File: config.mk
export PLATFORM = sky130hd
export DESIGN_NAME = serial_subtractor
export DESIGN_NICKNAME = d
export VERILOG_FILES = /design/src/rtl/serial_subtractor_pkg.sv /design/src/rtl/serial_subtractor_sub_digit.sv /design/src/rtl/serial_subtractor.sv
export SDC_FILE = /design/constraint.sdc
export NUM_CORES = 1
export LEC_CHECK = 0
export CORE_MARGIN = 3
export CORE_UTILIZATION = 55
export DETAILED_ROUTE_END_ITERATION = 7
export PLACE_DENSITY = 0.83
export SLEW_MARGIN = 20
export SYNTH_ARGS = -nofsm -noshare
export SYNTH_HDL_FRONTEND = slang
export SYNTH_HIERARCHICAL = 1
export SYNTH_SLANG_ARGS = --single-unit
File: constraint.sdc
create_clock -name CLK -period 7.8 [get_ports CLK]
set_input_delay 2.34 -clock CLK [delete_from_list [all_inputs] [get_ports CLK]]
set_output_delay 2.34 -clock CLK [all_outputs]
set_load 0.005 [all_outputs]
File: src/rtl/serial_subtractor_pkg.sv
// Shared definitions for the digit-serial subtractor: FSM state encoding
// and the digit counter width helper.
package serial_subtractor_pkg;

    typedef enum logic [1:0] {
        IDLE = 2'd0,
        RUN  = 2'd1,
        DONE = 2'd2
    } serial_state_e;

    // Counter must hold 0..n-1 and is never narrower than one bit.
    function automatic int cnt_width(input int n);
        return (n <= 2) ? 1 : $clog2(n);
    endfunction

endpackage

File: src/rtl/serial_subtractor_sub_digit.sv
// One digit slice of the subtractor: a ripple of full-adder cells computing
// {c_out, s} = a + ~b + c_in, where c_in is the inverted borrow.
module full_adder (
    input  logic a,
    input  logic b,
    input  logic ci,
    output logic s,
    output logic co
);
    assign s  = a ^ b ^ ci;
    assign co = (a & b) | (ci & (a ^ b));
endmodule

module sub_digit #(
    parameter int DIGIT = 1
) (
    input  logic [DIGIT-1:0] a,
    input  logic [DIGIT-1:0] b,
    input  logic             c_in,
    output logic [DIGIT-1:0] s,
    output logic             c_out
);
    logic [DIGIT:0] carry;

    assign carry[0] = c_in;

    for (genvar i = 0; i < DIGIT; i++) begin : g_cell
        full_adder u_fa (
            .a  (a[i]),
            .b  (~b[i]),
            .ci (carry[i]),
            .s  (s[i]),
            .co (carry[i+1])
        );
    end

    assign c_out = carry[DIGIT];
endmodule

File: src/rtl/serial_subtractor.sv
// Digit-serial subtractor D = A - B - BI, LSB first, DIGIT bits per cycle,
// with valid/ready handshakes on the operand and result sides.
module serial_subtractor
    import serial_subtractor_pkg::*;
#(
    parameter int WIDTH = 16,
    parameter int DIGIT = 1
) (
    input  logic             CLK,
    input  logic             RST,
    input  logic             InValid,
    output logic             InReady,
    input  logic [WIDTH-1:0] A,
    input  logic [WIDTH-1:0] B,
    input  logic             BI,
    output logic             OutValid,
    input  logic             OutReady,
    output logic [WIDTH-1:0] D,
    output logic             BO,
    output logic             Z,
    output logic             V,
    output logic [1:0]       dbg_state
);
    // Handshake: a transfer happens on a rising edge where valid and ready
    // are both high; valid never waits on ready, and InReady never looks at
    // InValid (it depends only on state and, in DONE, on OutReady).

    localparam int N  = WIDTH / DIGIT;
    localparam int CW = cnt_width(N);
    localparam logic [CW-1:0] LAST = CW'(N - 1);

    if ((WIDTH % DIGIT) != 0 || WIDTH < 2 || DIGIT < 1) begin : g_bad_params
        $error("serial_subtractor: WIDTH must be >= 2 and a multiple of DIGIT");
    end

    serial_state_e state_q, state_d;

    logic [WIDTH-1:0] a_q, a_d;
    logic [WIDTH-1:0] b_q, b_d;
    logic [WIDTH-1:0] res_q, res_d;
    logic             c_q, c_d;
    logic [CW-1:0]    cnt_q, cnt_d;
    logic             a_msb_q, a_msb_d;
    logic             b_msb_q, b_msb_d;
    logic [WIDTH-1:0] d_q, d_d;
    logic             bo_q, bo_d;
    logic             z_q, z_d;
    logic             v_q, v_d;

    logic             accept;
    logic             last_digit;
    logic [DIGIT-1:0] dig_s;
    logic             dig_c;
    logic [WIDTH-1:0] res_shift;

    sub_digit #(
        .DIGIT (DIGIT)
    ) u_sub_digit (
        .a     (a_q[DIGIT-1:0]),
        .b     (b_q[DIGIT-1:0]),
        .c_in  (c_q),
        .s     (dig_s),
        .c_out (dig_c)
    );

    // ---------------- FSM: state register ----------------
    always_ff @(posedge CLK or posedge RST) begin
        if (RST) begin
            state_q <= IDLE;
        end else begin
            state_q <= state_d;
        end
    end

    // ---------------- FSM: next state ----------------
    always_comb begin
        state_d = state_q;
        unique case (state_q)
            IDLE: if (InValid)    state_d = RUN;
            RUN:  if (last_digit) state_d = DONE;
            DONE: if (OutReady)   state_d = InValid ? RUN : IDLE;
            default:              state_d = IDLE;
        endcase
    end

    // ---------------- FSM: outputs ----------------
    always_comb begin
        InReady  = 1'b0;
        OutValid = 1'b0;
        unique case (state_q)
            IDLE:    InReady = 1'b1;
            RUN:     InReady = 1'b0;
            DONE: begin
                InReady  = OutReady;
                OutValid = 1'b1;
            end
            default: InReady = 1'b0;
        endcase
    end

    assign accept     = InValid & InReady;
    assign last_digit = (state_q == RUN) && (cnt_q == LAST);
    assign dbg_state  = state_q;

    // New digits enter the result register from the MSB side.
    assign res_shift = (res_q >> DIGIT) | (WIDTH'(dig_s) << (WIDTH - DIGIT));

    // ---------------- Datapath next values ----------------
    always_comb begin
        a_d     = a_q;
        b_d     = b_q;
        res_d   = res_q;
        c_d     = c_q;
        cnt_d   = cnt_q;
        a_msb_d = a_msb_q;
        b_msb_d = b_msb_q;
        d_d     = d_q;
        bo_d    = bo_q;
        z_d     = z_q;
        v_d     = v_q;

        if (accept) begin
            a_d     = A;
            b_d     = B;
            res_d   = '0;
            c_d     = ~BI;
            cnt_d   = '0;
            a_msb_d = A[WIDTH-1];
            b_msb_d = B[WIDTH-1];
        end else if (state_q == RUN) begin
            a_d   = a_q >> DIGIT;
            b_d   = b_q >> DIGIT;
            res_d = res_shift;
            c_d   = dig_c;
            cnt_d = cnt_q + CW'(1);
            // Result outputs live in their own registers so they stay put
            // while the next operation shifts through res_q.
            if (last_digit) begin
                d_d  = res_shift;
                bo_d = ~dig_c;
                z_d  = (res_shift == '0);
                v_d  = (a_msb_q != b_msb_q) && (res_shift[WIDTH-1] != a_msb_q);
            end
        end
    end

    // ---------------- Datapath registers ----------------
    always_ff @(posedge CLK or posedge RST) begin
        if (RST) begin
            a_q     <= '0;
            b_q     <= '0;
            res_q   <= '0;
            c_q     <= 1'b0;
            cnt_q   <= '0;
            a_msb_q <= 1'b0;
            b_msb_q <= 1'b0;
            d_q     <= '0;
            bo_q    <= 1'b0;
            z_q     <= 1'b0;
            v_q     <= 1'b0;
        end else begin
            a_q     <= a_d;
            b_q     <= b_d;
            res_q   <= res_d;
            c_q     <= c_d;
            cnt_q   <= cnt_d;
            a_msb_q <= a_msb_d;
            b_msb_q <= b_msb_d;
            d_q     <= d_d;
            bo_q    <= bo_d;
            z_q     <= z_d;
            v_q     <= v_d;
        end
    end

    assign D  = d_q;
    assign BO = bo_q;
    assign Z  = z_q;
    assign V  = v_q;

endmodule

# After elaboration in Yosys (flattened, before gate mapping)
# Index checks and enable logic that the tools add are counted.
# W data, S select, Z words.
# totals
reg_bits	76
latchBits	0
ramBits	0
romBits	0
inputBits	37
out_inout_bits	23
elab_cells	56
n_memories	0
# op_classes
n_addsub	1
n_mul	0
n_div	0
order_cmp	0
eq_ne	8
shift	0
n_mux	17
bitwise_logic	11
reduce_logical	7
# ops
op	count
$mux W16	6
$logic_not A16 Y1	1
$or A15 B16 Y16	1
$mux W4	2
$mux W2	3
$ne A2 B2 Y1 const B	3
$pmux W2 S3	1
$reduce_and A3 Y1	2
$add A4 B1 Y4 const B	1
$eq A4 B4 Y1 const B	1
$mux W1	4
$not A1 Y1	4
$and A1 B1 Y1	3
$eq A2 B1 Y1 const B	1
$eq A2 B2 Y1 const B	1
$logic_and A1 B1 Y1	2
$logic_not A2 Y1	1
$ne A1 B1 Y1	2
$pmux W1 S2	1
$reduce_bool A2 Y1	1
$xor A1 B1 Y1	2
$or A1 B1 Y1	1

# Logic depth before layout (Yosys ltp)
# Gate-level depths: netlist (run 1).
# logic_depth
depth_word	6
mapped_depth	7
ltp_nobuf	5

# Cells and area by module
# Netlist (run 1), hierarchy kept.
# modules_own_cells
module	instances	cells_each	area_per_inst_um2	seq_area_each_um2
serial_subtractor	1	260	3246.9	1876.8
full_adder	1	1	20.0	0.0
sub_digit	1	1	3.8	0.0

# Worst setup path after synthesis (run 1)
# No wires, ideal clock.
# synth_path
path_type	input-to-output
startpoint	input OutReady
endpoint	output InReady
t_arrival_ps	2551
t_required_ps	5460
path_slack_ps	2909
cell_stages	2
path_buffers	0
path_cell_list	nor2b_4 nor2_1
# synth_via
elab_chain_len	1
# synth_rtl
element	line	source
start, declared	serial_subtractor.sv:17	input logic OutReady,
$pmux W1 S2	serial_subtractor.sv:90	unique case (state_q)
end, declared	serial_subtractor.sv:12	output logic InReady,
# No other way between the ends.

# Worst setup path in the final report (run 1)
# Same ends and word-level chain as after synthesis.

==> impl_results.md, run 1 <==
* Vias in the first global route at 2300
* Setup tns final at 0 ns
* Post-route DRC at 0
* Reg2reg end: a_msb_q$_DFFE_PP0P_
* Die width at just over 80 µm
* Vias per cell at 5.743
* Commonest non-fill, non-tap cell in the layout: dfrtp_1
* Hold Path Depth at 1
* Slew @ Worst Pin at just over 0.9 ns
* Layout cell share with drive strength beyond 1 at between 10 and 15%
* Overflow after GRT at 0
* Worst Reg-to-Reg Cells at 4
* Final min period at roughly 6 ns
* Slowest cell on the critical path: clkdlybuf4s50_1
* Final period util at approximately 76%
* Final Non-Filler Cells at between 300 and 400
* Clock skew after layout at 0.01442 ns
* Hold_ws at 0.5044 ns
* Post-CTS setup buffer count at 0
* Hold path startpoint: a_q[15]$_DFFE_PP0P_
* CTS Sinks at 75
* CTS Root Cell: clkbuf_8
* Synthesized area per cell at 12.48 µm²
* Largest stage delay, worst path at around 0.53 ns
* Fmax at ~170 MHz
* Placer Congestion at ~0.74
* N_diodes at 0
* Worst EP required at around 5.5 ns
* Synth unique cells at 35
* Most numerous cell on the critical path: clkdlybuf4s50_1
* Net count, final at approximately 360
* Final Hold Fails at 0
* Core Rows at 27
* Area delta synth->final at 22.65%
* Reg2reg start: dbg_state[1]$_DFFE_PP0P_
* # setup viols final at 0
* Initial DRC count at 206
* PortBufs at 59
* Crit Path Category: input pin to primary output
* Delay-heaviest family, CP: buffers and inverters
* Synth Instances at about 260
* Peak fanout along the critical path at 4
* First-pass GRT wire length at approximately 11000 µm
* Commonest non-fill, non-tap cells in the layout: dfrtp_1 (75), clkdlybuf4s50_1 (59), nand2_1 (33), a221o_1 (29), and2_1 (28)
* Post-placement cell count at about 380
* Vias at about 2300
* Drt pass-1 iters at 4
* Cts hold-fix bufs at 0
* Post-CTS sizing at 0
* CTS H-tree depth at 3
* CP arrival at 3.58 ns
* Mapped Area at between 3000 and 4000 µm²
* CTS Buf Count at 9
* Worst path cell trace: clkdlybuf4s50_1, nor2b_4, nor2_1, clkdlybuf4s50_1
* Initial antenna violation count at 0
* Die footprint at around 6900 µm²
* I/O pin total at 60
* Worst skew pair latency at approximately 0.35 ns
* Worst setup SP type: input pin
* Hold Crit Class: register to register
* Slew Viols, Final at 0
* Routed WL at 6755 µm
* Synth top area share at 57.38%
* Starting Density at 57.97%
* Clk slew on worst S/H paths at ~0.070 ns
* Run status: completed
* Buffer depth of the longest clock path at 2
* Synth Register Bits at 75
* MaxCap Viol Count at 0
* Die Y-Extent at 83.12 µm
* CTS tree: done
* Drt wl/cell at around 17 µm
* Pwr dens at roughly 390 nW/µm²
* Peak supply drop at slightly below 0.2 mV
* Antenna Nets Post-Route at 0
* Seq/Total Area, Yosys at approximately 57%
* WP buf/inv at 2
* RSZ-0062 raised after global routing: no
* Post-DP HPWL at between 4000 and 5000 µm
* Yosys warnings at 6
* Worst Hold End: a_q[15]$_DFFE_PP0P_
* Synth area leader: dfrtp_1
* Post-synthesis net count at roughly 300
* Pin count of the biggest net entering global routing at 76
* R2R setup slack at around 5.5 ns
* CP endpoint kind: primary output
* Leak at about 1.8 nW
* Rel. slew slack at 38.68%
* Core Footprint at around 5600 µm²
* GRT Util Overall at between 20% and 30%
* Synth top area cells: dfrtp_1 (57%), a221o_1 (8.9%), mux2_2 (7.2%), and2_1 (5.4%), nand2_1 (3.8%)
per-layer routing:
layer  vias up  part of all wire (%)  global-route usage, %
li1       1049                     -                      -
met1      1149                    45                  27.86
met2        50                    49                  31.85
met3         9                   4.2                  5.357
met4         0                   1.3                  8.915
met5         -                     0                      0
power breakdown:
part / leakage, nW / switching [W] / internal (W) / total (W)
logic: 0.713 / 0.000265 / 0.000316 / 0.000581
registers: 0.975 / 0.000117 / 0.000556 / 0.000673
clock network: 0.0995 / 0.000135 / 0.000163 / 0.000298
worst reg2reg max path, cell delays in order, from the launching register on:
cell and delay (ns):
dfrtp_1 0.47, nor2b_4 0.19, nor3_4 0.63, buf_4 0.49
mux2_2 0.39
area by class of cell:
class                           instances  area [µm²]
Timing Repair Buffer                   61       605.6
Multi-Input combinational cell        166        1230
Inverter                                4       15.01
Clock buffer                           13       158.9
Fill cell                             399        1630
Sequential cell                        75        1877
Tap cell                               72       90.09
Clock inverter                          2       35.03
cells in the mapped netlist (all sizes together):
library cell / count
a21o: 1
a21oi: 17
a221o: 29
a22o: 2
and2: 28
buf: 15
clkbuf: 2
dfrtp: 75
fa: 1
ha: 1
inv: 4
mux2: 23
nand2: 33
nand2b: 2
nand3: 2
nand3b: 1
nand4: 1
nor2: 4
nor2b: 2
nor3: 1
nor4: 5
o21ai: 6
o22ai: 1
o31a: 1
or2: 1
or2b: 1
or3: 1
xnor2: 1
xor2: 1
worst max-delay path by stage:
stage             start  depth (start not counted)      end
6_report       OutReady                          4  InReady
5_1_grt        OutReady                          4  InReady
4_1_cts        OutReady                          4  InReady
3_5_place_dp   OutReady                          4  InReady
3_3_place_gp   OutReady                          4  InReady
2_1_floorplan  OutReady                          2  InReady
stage by stage:
stage,util (%),setup WS (ns),area (µm²),power (W)
after detailed placement,67.66,1.895,3817,0.001255
after global placement,67.66,1.904,3817,0.001229
after global routing,71.10,1.841,4011,0.001656
after CTS,71.10,1.877,4011,0.001559
after floorplan,-,2.909,3271,0.001091
final,71.10,1.883,4011,0.001552
flip-flops by register name (all words and copies together), names as in the netlist:
register,flops
cnt_q,4
V,1
dbg_state,2
a_msb_q,1
a_q,16
res_q,15
c_q,1
D,16
b_msb_q,1
BO,1
b_q,16
Z,1
kinds of logic after synthesis:
family,Yosys count,share of synthesized area (%)
simple gates,82,14.08
flops,75,57.38
compound gates,57,13.96
mux,23,8.034
buf+inv,21,5.012
xor+xnor,2,0.5357
fa+ha+maj,2,0.9946
Power figures use the tool's default switching activity.
==> inputs of run 2 (changes only) <==
--- a/config.mk
+++ b/config.mk
@@ -6,9 +6,9 @@
 export NUM_CORES = 1
 export LEC_CHECK = 0
 export CORE_MARGIN = 3
-export CORE_UTILIZATION = 55
+export CORE_UTILIZATION = 47
 export DETAILED_ROUTE_END_ITERATION = 7
-export PLACE_DENSITY = 0.83
+export PLACE_DENSITY = 0.76
 export SLEW_MARGIN = 20
 export SYNTH_ARGS = -nofsm -noshare
 export SYNTH_HDL_FRONTEND = slang
==> constraint.sdc (replaced) <==
create_clock -name CLK -period 4.85 [get_ports CLK]
set_input_delay 1.455 -clock CLK [delete_from_list [all_inputs] [get_ports CLK]]
set_output_delay 1.455 -clock CLK [all_outputs]
set_load 0.005 [all_outputs]
==> impl_results.md, run 2 (synthesis results as in run 1) <==
* Met1 wire length at 3197 µm (+4.5%)
* Peak fanout along the critical path at 4 (unchanged)
* MaxCap Viol Count at 0 (unchanged)
* Post-route DRC at 0 (unchanged)
* Largest stage delay, worst path at 0.52 ns (about the same)
* Slowest cell on the critical path: clkdlybuf4s50_1
* Met2 WL at 3090 µm (-6.9%)
* Drt wl/cell at 16.47 µm (-4.2%)
* Most numerous cell on the critical path: clkdlybuf4s50_1
* PortBufs at 59 (unchanged)
* RSZ-0062 raised after global routing: no
* Fillcell total at 537 (+35%)
* Vias per cell at 5.560 (-3.2%)
* Final min period at ~4.1 ns
* Clock skew after layout at 0.008419 ns (-0.006003 ns)
* Metal3 WL at 267 µm (-7.0%)
* Hold path startpoint: a_q[1]$_DFFE_PP0P_
* Hold Path Depth at 1 (unchanged)
* Antenna Nets Post-Route at 0 (unchanged)
* Crit Path Category: input pin to primary output
* Final period util at 84.56%
* Slew @ Worst Pin at 0.9679 ns (+0.04809 ns)
* Post-CTS setup buffer count at 0 (unchanged)
* Setup tns final at 0 ns (unchanged)
* First-pass GRT wire length at 11540 µm (+2.0%)
* Place WS at 0.7510 ns (-1.144 ns)
* Post-placement cell count at 386 (+2.1%)
* Core Rows at 29 (+7.4%)
* Worst skew pair latency at 0.34 ns (about the same)
* Pin count of the biggest net entering global routing at 56 (-26%)
* Final Non-Filler Cells at 402 (+2.3%)
* Slew Viols, Final at 0 (unchanged)
* CTS Sinks at 75 (unchanged)
* CTS tree: done
* Leak at 1.788 nW (about the same)
* Reg2reg start: dbg_state[0]$_DFFE_PP0P_
* Rel. slew slack at 35.34% (-3.3 points)
* Die Y-Extent at 89.42 µm (+7.6%)
* Worst setup SP type: input pin
* Initial antenna violation count at 0 (unchanged)
* Routed WL at 6620 µm (-2.0%)
* Final Hold Fails at 0 (unchanged)
* Reg2reg end: a_q[6]$_DFFE_PP0P_
* Worst EP required at 3.39 ns (-2.07 ns)
* Buffer depth of the longest clock path at 2 (unchanged)
* R2R setup slack at 2.65 ns (-2.88 ns)
* Peak supply drop at 0.3496 mV (+79%)
* CTS H-tree depth at 3 (unchanged)
* Core Footprint at 6531 µm² (+16%)
* Worst Reg-to-Reg Cells at 3 (-1)
* Pwr dens at 606.0 nW/µm² (+57%)
* Post-DP HPWL at 4362 µm (+3.2%)
* Max layer used: met4
* Die footprint at 7996 µm² (+16%)
* Cts hold-fix bufs at 0 (unchanged)
* Post-route setup slack at 0.7487 ns (-1.135 ns)
* Layout cell share with drive strength beyond 1 at 16.00% (+1.7 points)
* Net count, final at 359 (+0.84%)
* Core Util, Final at 61.67% (-9.4 points)
* Vias in the first global route at 2332 (+1.4%)
* I/O pin total at 60 (unchanged)
* Area delta synth->final at 23.14%
* Post-CTS sizing at 0 (unchanged)
* Hold Crit Class: register to register
* CTS Root Cell: clkbuf_8
* Commonest non-fill, non-tap cell in the layout: dfrtp_1
* Placer Congestion at 0.7659 (+2.9%)
* Die width at 89.42 µm (+7.6%)
* CP arrival at 2.65 ns (-0.93 ns)
* Drt pass-1 iters at 4 (unchanged)
* Fmax at ~240 MHz
* Commonest non-fill, non-tap cells in the layout: dfrtp_1 (75), clkdlybuf4s50_1 (59), nand2_1 (33), a221o_1 (29), and2_1 (28)
* Vias at 2235 (-0.97%)
* Overflow after GRT at 0 (unchanged)
* Worst Hold End: a_q[1]$_DFFE_PP0P_
* Run status: completed
* Worst path cell trace: clkdlybuf4s50_1, nor2b_4, nor2_1, clkdlybuf4s50_1
* N_diodes at 0 (unchanged)
* Clk slew on worst S/H paths at 0.07 ns (about the same)
* Starting Density at 50.08% (-7.9 points)
* CP endpoint kind: primary output
* CTS Buf Count at 9 (unchanged)
* Total power at 0.002441 W (+57%)
* Initial DRC count at 170 (-17%)
* GRT Util Overall at 18.88% (-1.8 points)
* # setup viols final at 0 (unchanged)
run 2: cell types whose count changed in the layout (fill, tap and decap cells not counted), sizes merged:
cell / delta
bufinv: -1
buf: +3
clkbuf: -3
clkinvlp: +3
clkinv: +2
run 2: per-stage QoR:
step / hold slack [ns] / cell area, µm²
2_1_floorplan: 0.4624 / 3271
6_report: 0.5060 / 4028
5_1_grt: 0.5170 / 4028
4_1_cts: 0.5108 / 4028
3_5_place_dp: 0.4879 / 3849
3_3_place_gp: 0.4866 / 3846
run 2: final cells by class:
| type | instances | area [µm²] | share of cell area (%) |
|---|---|---|---|
| clock buffer | 10 | 137.6 | 3.417 |
| inverter | 4 | 17.52 | 0.4349 |
| clock inverter | 6 | 41.29 | 1.025 |
| timing repair buffer | 64 | 628.1 | 15.59 |
| sequential | 75 | 1877 | 46.60 |
| multi-input combinational | 166 | 1230 | 30.54 |
| tap | 77 | 96.34 | 2.392 |
run 2: where the power goes:
part	switching [W]	internal (W)	total, W
clock	0.000229	0.000198	0.000427
sequential	0.000186	0.000894	0.00108
combinational	0.000421	0.000513	0.000934
total	0.000835	0.00161	0.00244
run 2: worst max-delay path by stage:
stage	slack, ns	end	depth (start not counted)	from
2_1_floorplan	1.49	BO$_DFFE_PP0P_	1	RST
3_3_place_gp	0.76	InReady	4	OutReady
3_5_place_dp	0.75	InReady	4	OutReady
4_1_cts	0.74	InReady	4	OutReady
5_1_grt	0.69	InReady	4	OutReady
6_report	0.75	InReady	4	OutReady
run 2: critical path, delay by kind of cell:
kind	cells	cell delay [ns]
buf+inv	2	1.03
simple gates	2	0.16
run 2: per-layer routing:
layer	GRT usage (%)	up-vias
li1	-	1058
met5	0	-
met3	4.608	4
met2	27.33	52
met1	27.94	1121
met4	6.225	0
